[src/rtl/serial_mem_port.sv]
// Serial memory port: turns one parallel load/store request into MSB-first
// address/data byte transfers on a narrow handshaked bus, with a per-byte wait timeout.
module serial_mem_port #(
  parameter int unsigned DATA_W  = 16,
  parameter int unsigned ADDR_W  = 16,
  parameter int unsigned BUS_W   = 8,
  parameter int unsigned TIMEOUT = 255
) (
  input  logic              clk,
  input  logic              rst,
  input  logic              req_valid,
  output logic              req_ready,
  input  logic              req_write,
  input  logic [ADDR_W-1:0] req_addr,
  input  logic [DATA_W-1:0] req_wdata,
  output logic              rsp_valid,
  output logic              rsp_err,
  output logic [DATA_W-1:0] rsp_rdata,
  input  logic              ard_data_ready,
  input  logic              ard_receive_ready,
  input  logic [BUS_W-1:0]  in_bus,
  output logic [BUS_W-1:0]  out_bus,
  output logic              bus_mar,
  output logic              bus_mdr,
  output logic              bus_wr
);

  localparam int unsigned NA     = ADDR_W / BUS_W;
  localparam int unsigned ND     = DATA_W / BUS_W;
  localparam int unsigned NMAX   = (NA > ND) ? NA : ND;
  localparam int unsigned CNT_W  = (NMAX > 1) ? $clog2(NMAX) : 1;
  localparam int unsigned WAIT_W = $clog2(TIMEOUT + 1);

  typedef enum logic [2:0] {
    IDLE,
    SEND_ADDR,
    SEND_DATA,
    RECV_DATA,
    RESP
  } state_t;

  state_t              state, state_nx;
  logic [CNT_W-1:0]    byte_cnt, byte_cnt_nx;
  logic [WAIT_W-1:0]   wait_cnt, wait_cnt_nx;
  logic [DATA_W-1:0]   rd_shift, rd_shift_nx;
  logic [ADDR_W-1:0]   addr_sh, addr_sh_nx;
  logic [DATA_W-1:0]   data_sh, data_sh_nx;
  logic                write_q, write_nx;

  logic                hs_c;
  logic                last_c;
  logic                timeout_hit;

  logic                req_ready_nx;
  logic                rsp_valid_nx;
  logic                rsp_err_nx;
  logic [DATA_W-1:0]   rsp_rdata_nx;
  logic [BUS_W-1:0]    out_bus_nx;
  logic                bus_mar_nx;
  logic                bus_mdr_nx;
  logic                bus_wr_nx;

  // State and registered outputs; outputs are loaded with the values of the upcoming state.
  always_ff @(posedge clk) begin
    if (rst) begin
      state     <= IDLE;
      byte_cnt  <= '0;
      wait_cnt  <= '0;
      rd_shift  <= '0;
      addr_sh   <= '0;
      data_sh   <= '0;
      write_q   <= 1'b0;
      req_ready <= 1'b1;
      rsp_valid <= 1'b0;
      rsp_err   <= 1'b0;
      rsp_rdata <= '0;
      out_bus   <= '0;
      bus_mar   <= 1'b0;
      bus_mdr   <= 1'b0;
      bus_wr    <= 1'b0;
    end else begin
      state     <= state_nx;
      byte_cnt  <= byte_cnt_nx;
      wait_cnt  <= wait_cnt_nx;
      rd_shift  <= rd_shift_nx;
      addr_sh   <= addr_sh_nx;
      data_sh   <= data_sh_nx;
      write_q   <= write_nx;
      req_ready <= req_ready_nx;
      rsp_valid <= rsp_valid_nx;
      rsp_err   <= rsp_err_nx;
      rsp_rdata <= rsp_rdata_nx;
      out_bus   <= out_bus_nx;
      bus_mar   <= bus_mar_nx;
      bus_mdr   <= bus_mdr_nx;
      bus_wr    <= bus_wr_nx;
    end
  end

  // Next-state, counters, shift registers and next output values.
  always_comb begin
    state_nx     = state;
    byte_cnt_nx  = byte_cnt;
    wait_cnt_nx  = wait_cnt;
    rd_shift_nx  = rd_shift;
    addr_sh_nx   = addr_sh;
    data_sh_nx   = data_sh;
    write_nx     = write_q;
    hs_c         = 1'b0;
    last_c       = 1'b0;
    timeout_hit  = 1'b0;

    // Handshake source and last-byte position depend on the transfer phase.
    case (state)
      SEND_ADDR: begin
        hs_c   = ard_receive_ready;
        last_c = (byte_cnt == CNT_W'(NA - 1));
      end
      SEND_DATA: begin
        hs_c   = ard_receive_ready;
        last_c = (byte_cnt == CNT_W'(ND - 1));
      end
      RECV_DATA: begin
        hs_c   = ard_data_ready;
        last_c = (byte_cnt == CNT_W'(ND - 1));
      end
      default: ;
    endcase

    case (state)
      IDLE: begin
        if (req_valid && req_ready) begin
          state_nx    = SEND_ADDR;
          addr_sh_nx  = req_addr;
          data_sh_nx  = req_wdata;
          write_nx    = req_write;
          byte_cnt_nx = '0;
          wait_cnt_nx = '0;
        end
      end
      SEND_ADDR, SEND_DATA, RECV_DATA: begin
        if (hs_c) begin
          wait_cnt_nx = '0;
          if (state == SEND_ADDR) addr_sh_nx = addr_sh << BUS_W;
          if (state == SEND_DATA) data_sh_nx = data_sh << BUS_W;
          if (state == RECV_DATA) rd_shift_nx = (rd_shift << BUS_W) | DATA_W'(in_bus);
          if (last_c) begin
            byte_cnt_nx = '0;
            if (state == SEND_ADDR) state_nx = write_q ? SEND_DATA : RECV_DATA;
            else                    state_nx = RESP;
          end else begin
            byte_cnt_nx = byte_cnt + CNT_W'(1);
          end
        end else if (wait_cnt == WAIT_W'(TIMEOUT - 1)) begin
          // This idle cycle is the TIMEOUT-th in a row: abort.
          state_nx    = RESP;
          timeout_hit = 1'b1;
          byte_cnt_nx = '0;
          wait_cnt_nx = '0;
        end else begin
          wait_cnt_nx = wait_cnt + WAIT_W'(1);
        end
      end
      RESP:    state_nx = IDLE;
      default: state_nx = IDLE;
    endcase

    req_ready_nx = (state_nx == IDLE);
    rsp_valid_nx = (state_nx == RESP);
    rsp_err_nx   = timeout_hit;
    rsp_rdata_nx = ((state_nx == RESP) && !timeout_hit && !write_q) ? rd_shift_nx : '0;
    bus_mar_nx   = (state_nx == SEND_ADDR);
    bus_mdr_nx   = (state_nx == SEND_DATA);
    bus_wr_nx    = (bus_mar_nx || bus_mdr_nx) ? write_nx : 1'b0;
    if (state_nx == SEND_ADDR)      out_bus_nx = addr_sh_nx[ADDR_W-1 -: BUS_W];
    else if (state_nx == SEND_DATA) out_bus_nx = data_sh_nx[DATA_W-1 -: BUS_W];
    else                            out_bus_nx = '0;
  end

endmodule
[config.mk]
export PLATFORM = sky130hd
export DESIGN_NAME = serial_mem_port
export DESIGN_NICKNAME = d
export VERILOG_FILES = /design/src/rtl/serial_mem_port.sv
export SDC_FILE = /design/constraint.sdc
export NUM_CORES = 1
export LEC_CHECK = 0
export ABC_AREA = 1
export CORE_UTILIZATION = 50
export DETAILED_ROUTE_END_ITERATION = 12
export GPL_TIMING_DRIVEN = 1
export PLACE_DENSITY = 0.79
export SYNTH_ARGS = -nofsm -noshare
export SYNTH_HDL_FRONTEND = slang
export SYNTH_SLANG_ARGS = --single-unit
[constraint.sdc]
create_clock -name clk -period 2.45 [get_ports clk]
set_input_delay 0.49 -clock clk [delete_from_list [all_inputs] [get_ports clk]]
set_output_delay 0.49 -clock clk [all_outputs]
set_load 0.02 [all_outputs]
==> flow_metrics.py, run 1 <==
metrics = {
    "run_status": {
        "outcome": "complete, no violations",
    },
    "flow_run": {
        "drv_cap": 0,
    },
    "clocking": {
        "root_buffer": "clkbuf_8",
        "post_cts_resized": 0,
        "cts_max_level": 3,
        "cts_made_buffers": 9,
        "clock_latency_ns": 0.36,
        "cts_tree": "done",
        "clk_path_buf_depth": 2,
        "cts.clk_slew.worst_paths_ns": 0.10,
        "clock-sinks": 91,
        "cts_hold_buf": 0,
        "cts_setup_buffers": 0,
    },
    "pwr": {
        "ir_worst_vdd_mv": 0.321,
        "power_density_mw_per_mm2": 645,
        "design_power_total_mw": 3.13,
        "cellLeakagePower_nw": 1.95,
    },
    "synth": {
        "avgSynthCellArea_sq_um": 7.74,
        "synth_edf_count": 0,
        "ys_seq_elements": 91,
        "synth_fp_nets": 537,
        "netlist_instances": 489,
        "synth_top_area_share_pct": 48.1,
        "synth_seq_area_share_pct": 48.1,
        "synth_top_area_cell": "dfxtp_1",
        "yosys-top-cells-area": "dfxtp_1, nand2_1, nor2_1",
        "syn_area_sq_mm": 0.00378,
        "synth.distinct_cells": 33,
        "synthArstFlopShare_pct": 0,
        "synth_flop_cell": "dfxtp_1",
        "ys.warnings.count": 0,
    },
    "sta": {
        "slew_headroom_pct": 62.3,
        "maxSlewViolCount": 0,
        "clock-skew-final_ns": 0.0100,
        "fin_ws_ns": 0.580,
        "hold_viol": 0,
        "fmax_mhz": 535,
        "min_period_ns": 1.87,
        "tightest_slew_ns": 0.564,
        "rsz0062_at_grt": "no",
        "fin_crit_sh_pct": 76.3,
        "finalSetupViolCount": 0,
        "fin_tns_setup_ns": 0,
    },
    "floorplan": {
        "start_util_pct": 51.9,
        "core-area_sq_mm": 0.00729,
        "ios": 76,
        "row_count": 31,
        "dieArea_sq_mm": 0.00792,
        "die_h_um": 89.0,
        "die_w_um": 89.0,
    },
    "final_layout": {
        "multi_input_area_sq_mm": 0.00169,
        "layout-drive-gt1-share_pct": 13.3,
        "final_common_cell": "nand2_1",
        "final_nets": 613,
        "syn2layout_area_growth_pct": 28.0,
        "num_antenna_cells": 0,
        "final_cell_mix": "nand2_1, dfxtp_1, clkdlybuf4s50_1, nor2_1, inv_1",
        "nFillCells": 648,
        "final-seq-area_sq_mm": 0.00182,
    },
    "min_path": {
        "hold_path_class": "reg2reg",
        "min_path_cells": 2,
    },
    "worst_setup_path": {
        "cp-start-kind": "primary input",
        "cp_max_fo": 16,
        "arrival_ns": 2.16,
        "reg2reg_depth": 11,
        "critPathKind": "in2reg",
        "cp.required_ns": 2.74,
        "end_kind": "flip-flop",
    },
    "detailed_routing": {
        "drcViolationCount": 0,
        "wl_um": 8310,
        "vias_per_cell": 5.02,
        "via_count": 3359,
        "first_pass_iters": 5,
        "drtAntennaViolNets": 0,
        "wl_per_cell_um": 12.4,
        "drtIter0Drc": 113,
    },
    "global_routing": {
        "grt_pass1_wl_um": 13400,
        "grt_start_max_net_pins": 53,
        "track_usage_pct": 22.2,
        "grt_pass1_vias": 3033,
        "antenna_found_initial": 0,
        "grt_overflow": 0,
    },
    "place": {
        "pre_cts_slack_ns": 0.185,
        "io_buffers": 75,
        "gp_congestion": 0.847,
        "hpwl_um": 5930,
    },
}
## metal layers
metal / share of wire [%] / global-route usage (%) / wire length, um / up-vias
met5: 0 / 0 / 0 / -
met4: 1.8 / 8.95 / 152 / 0
met3: 5.9 / 3.60 / 489 / 14
met2: 49 / 38.4 / 4030 / 108
met1: 44 / 27.7 / 3630 / 1525
li1: - / - / - / 1712
## worst max-delay path: stages
cell             delay, ns
clkdlybuf4s50_1       0.48
nand2_2               0.09
nor2_8                0.16
a21oi_4               0.06
nor3_2                0.17
nand4_2               0.49
nor2_1                0.22
## power breakdown
part	internal (mW)	leakage [nW]	switching (mW)	total, mW
registers	1.53	0.739	0.0294	1.56
clock network	0.592	0.113	0.561	1.15
logic	0.171	1.10	0.237	0.409
## stage by stage
stage	area, sq um	hold slack, ns	cells	util (%)
floorplan	3780	0.438	489	-
finish	4840	0.461	669	66.4
global route	4840	0.488	669	66.4
global placement	4620	0.448	653	63.3
detailed placement	4620	0.454	653	63.3
CTS	4840	0.467	669	66.4
## path summary, 6_finish.rpt
kind,from,endpoint,slack [ns]
worst min-delay path,addr_sh[0]$_SDFFE_PP0P_,addr_sh[0]$_SDFFE_PP0P_,0.46
worst min register to register,addr_sh[0]$_SDFFE_PP0P_,addr_sh[0]$_SDFFE_PP0P_,0.46
worst max register to register,state[1]$_SDFF_PP0_,out_bus[0]$_SDFF_PP0_,0.60
worst max-delay path,ard_data_ready,rsp_rdata[5]$_SDFF_PP0_,0.58
## flip-flops by register name, summed over array words and instances, names as in the netlist
signal,flops
addr_sh,16
data_sh,16
rd_shift,16
rsp_rdata,16
out_bus,8
wait_cnt,8
state,3
bus_mar,1
bus_mdr,1
bus_wr,1
byte_cnt,1
req_ready,1
rsp_err,1
rsp_valid,1
write_q,1
## kinds of logic (layout without fill, tap and decap cells)
family | after synthesis | in the layout | share of synthesized area, %
compound gates | 84 | 84 | 12.7
buf+inv | 63 | 144 | 7.11
flops | 91 | 91 | 48.1
fa+ha+maj | 2 | 2 | 0.661
simple gates | 247 | 247 | 31.0
xor+xnor | 2 | 2 | 0.463
## Yosys cell counts (4+ instances only)
library cell    n
o211ai_1        4
inv_2           6
nand2_2         9
nand2_1       133
a21oi_2         5
o21a_1          4
clkbuf_1        9
dfxtp_1        91
nand3_1        11
nand4_1         8
o21ai_0        34
inv_1          38
nor2_2         13
a31oi_1         4
nand3_2         4
nor2_1         55
buf_2           4
a21oi_1        30
## cell type report
cell class,count,area share [%]
clock inverters,7,2.17
clock buffers,9,2.56
multi-input cells,335,35.0
flip-flops and latches,91,37.6
repair buffers,82,16.5
well taps,99,2.56
inverters,46,3.67
Note: power is estimated with default switching activity, not from simulation.
==> run 2: changes to the inputs <==
==> constraint.sdc (replaced) <==
create_clock -name clk -period 1.8 [get_ports clk]
set_input_delay 0.36 -clock clk [delete_from_list [all_inputs] [get_ports clk]]
set_output_delay 0.36 -clock clk [all_outputs]
set_load 0.02 [all_outputs]
==> flow_metrics.py, run 2 (same netlist as run 1, synthesis figures left out) <==
metrics = {
    "run_status": {
        "outcome": "complete, no violations",
    },
    "detailed_routing": {
        "drcViolationCount": 0,
        "drtAntennaViolNets": 0,
        "vias_per_cell": 5.02,
        "drtIter0Drc": 160,
        "via_count": 3446,
        "wl_um": 8920,
        "first_pass_iters": 4,
        "wl_per_cell_um": 13.0,
    },
    "sta": {
        "min_period_ns": 1.72,
        "slew_headroom_pct": 60.2,
        "fin_crit_sh_pct": 95.3,
        "clock-skew-final_ns": 0.0199,
        "whs_ns": 0.438,
        "finalSetupViolCount": 0,
        "tightest_slew_ns": 0.597,
        "maxSlewViolCount": 0,
        "rsz0062_at_grt": "no",
        "fmax_mhz": 583,
        "hold_viol": 0,
        "fin_tns_setup_ns": 0,
    },
    "clocking": {
        "clk_path_buf_depth": 2,
        "cts_max_level": 3,
        "clock-sinks": 91,
        "cts_tree": "done",
        "clock_latency_ns": 0.38,
        "cts_made_buffers": 9,
        "cts_hold_buf": 0,
        "cts.clk_slew.worst_paths_ns": 0.10,
        "root_buffer": "clkbuf_8",
    },
    "final_layout": {
        "final_common_cell": "nand2_1",
        "final_nets": 631,
        "num_antenna_cells": 0,
        "syn2layout_area_growth_pct": 32.6,
        "final_cell_mix": "nand2_1, dfxtp_1, clkdlybuf4s50_1, nor2_1, inv_1",
        "final-seq-area_sq_mm": 0.00182,
        "layout-drive-gt1-share_pct": 16.8,
        "nFillCells": 621,
        "multi_input_area_sq_mm": 0.00172,
    },
    "pwr": {
        "combPwrFrac_pct": 15.0,
        "seq_power_share_pct": 51.6,
        "p_clk_share_pct": 33.4,
        "intPower_mw": 2.91,
        "cellLeakagePower_nw": 2.04,
        "switching_share_pct": 29.4,
        "p_sw_mw": 1.21,
        "ir_worst_vdd_mv": 0.460,
        "power_density_mw_per_mm2": 822,
    },
    "global_routing": {
        "grt_start_max_net_pins": 53,
        "grt_pass1_wl_um": 14800,
        "grt_pass1_vias": 3279,
        "track_usage_pct": 24.7,
        "antenna_found_initial": 0,
        "grt_overflow": 0,
    },
    "worst_setup_path": {
        "path_delay_family": "buffers and inverters",
        "end_kind": "output pin",
        "cp.required_ns": 1.44,
        "cp_num_buf_inv": 1,
        "path_cells": "clkdlybuf4s50_1",
        "cp.depth": 1,
        "reg2reg_depth": 11,
        "arrival_ns": 1.36,
        "cp-start-kind": "flip-flop",
        "cp_max_fo": 1,
        "slowest_delay_ns": 0.62,
        "critPathKind": "reg2out",
        "cp_slowest_cell": "clkdlybuf4s50_1",
    },
    "place": {
        "io_buffers": 75,
        "hpwl_um": 6510,
        "gp_congestion": 0.851,
    },
    "floorplan": {
        "dieArea_sq_mm": 0.00792,
        "core-area_sq_mm": 0.00729,
        "start_util_pct": 51.9,
        "die_w_um": 89.0,
        "row_count": 31,
        "ios": 76,
        "die_h_um": 89.0,
    },
    "min_path": {
        "hold_path_class": "in2reg",
        "min_path_cells": 3,
    },
    "flow_run": {
        "drv_cap": 0,
    },
}
## run 2: cell count changes in the layout (fill, tap and decap cells not counted), moves of 2 or more
cell	change
buf_12	+3
buf_4	+15
bufinv_16	-2
clkinv_4	+3
clkinv_8	+2
dfxtp_1	-2
dfxtp_2	+2
## run 2: area by class of cell
| class | count | share of cell area (%) |
|---|---|---|
| Clock buffer | 9 | 2.47 |
| Clock inverter | 7 | 1.57 |
| Inverter | 46 | 3.64 |
| Multi-Input combinational cell | 335 | 34.2 |
| Sequential cell | 91 | 36.3 |
| Tap cell | 99 | 2.47 |
| Timing Repair Buffer | 100 | 19.3 |
## run 2: path summary, 6_finish.rpt
check	from	to	slack [ns]
max	out_bus[2]$_SDFF_PP0_	out_bus[2]	0.08
min	rst	req_ready$_SDFF_PP1_	0.44
max reg2reg	state[1]$_SDFF_PP0_	out_bus[4]$_SDFF_PP0_	0.12
min reg2reg	data_sh[6]$_SDFFE_PP0P_	data_sh[6]$_SDFFE_PP0P_	0.47
## run 2: worst register-to-register path, delay by kind of cell, from the launching register on
kind,cells,cell delay (ns)
buffers and inverters,2,0.27
flip-flops,1,0.44
AND/OR/NAND/NOR,9,0.93
## run 2: repair_timing
item,CTS,global route
gates resized for setup,0,9
endpoints found under the hold margin,0,0
endpoints found under the setup margin,0,10
buffers inserted,0,1
## run 2: metrics by stage
stage | cell area [sq um] | util [%] | cells | setup slack (ns) | power [mW]
detailed placement | 4780 | 65.6 | 670 | -0.185 | 2.78
finish | 5020 | 68.8 | 687 | 0.0839 | 4.13
floorplan | 3780 | - | 489 | 0.298 | 2.52
CTS | 4980 | 68.3 | 686 | 0.0301 | 4.14
global placement | 4780 | 65.6 | 670 | -0.181 | 2.77
global route | 5020 | 68.8 | 687 | 0.0164 | 4.32
## run 2: power by group through the flow
stage                     combinational, mW  clock (mW)  sequential, mW
after floorplan                       0.337           0            2.18
after global placement                0.594           0            2.17
after detailed placement              0.607           0            2.18
after CTS                             0.611        1.40            2.13
after global routing                  0.678        1.50            2.14
final                                 0.617        1.38            2.13
## run 2: metal layers
metal	vias to the layer above	share of wire (%)	track usage [%]
li1	1751	-	-
met1	1576	44	30.0
met4	0	2.4	11.0
met2	102	48	41.9
met5	-	0	0
met3	17	4.9	5.91
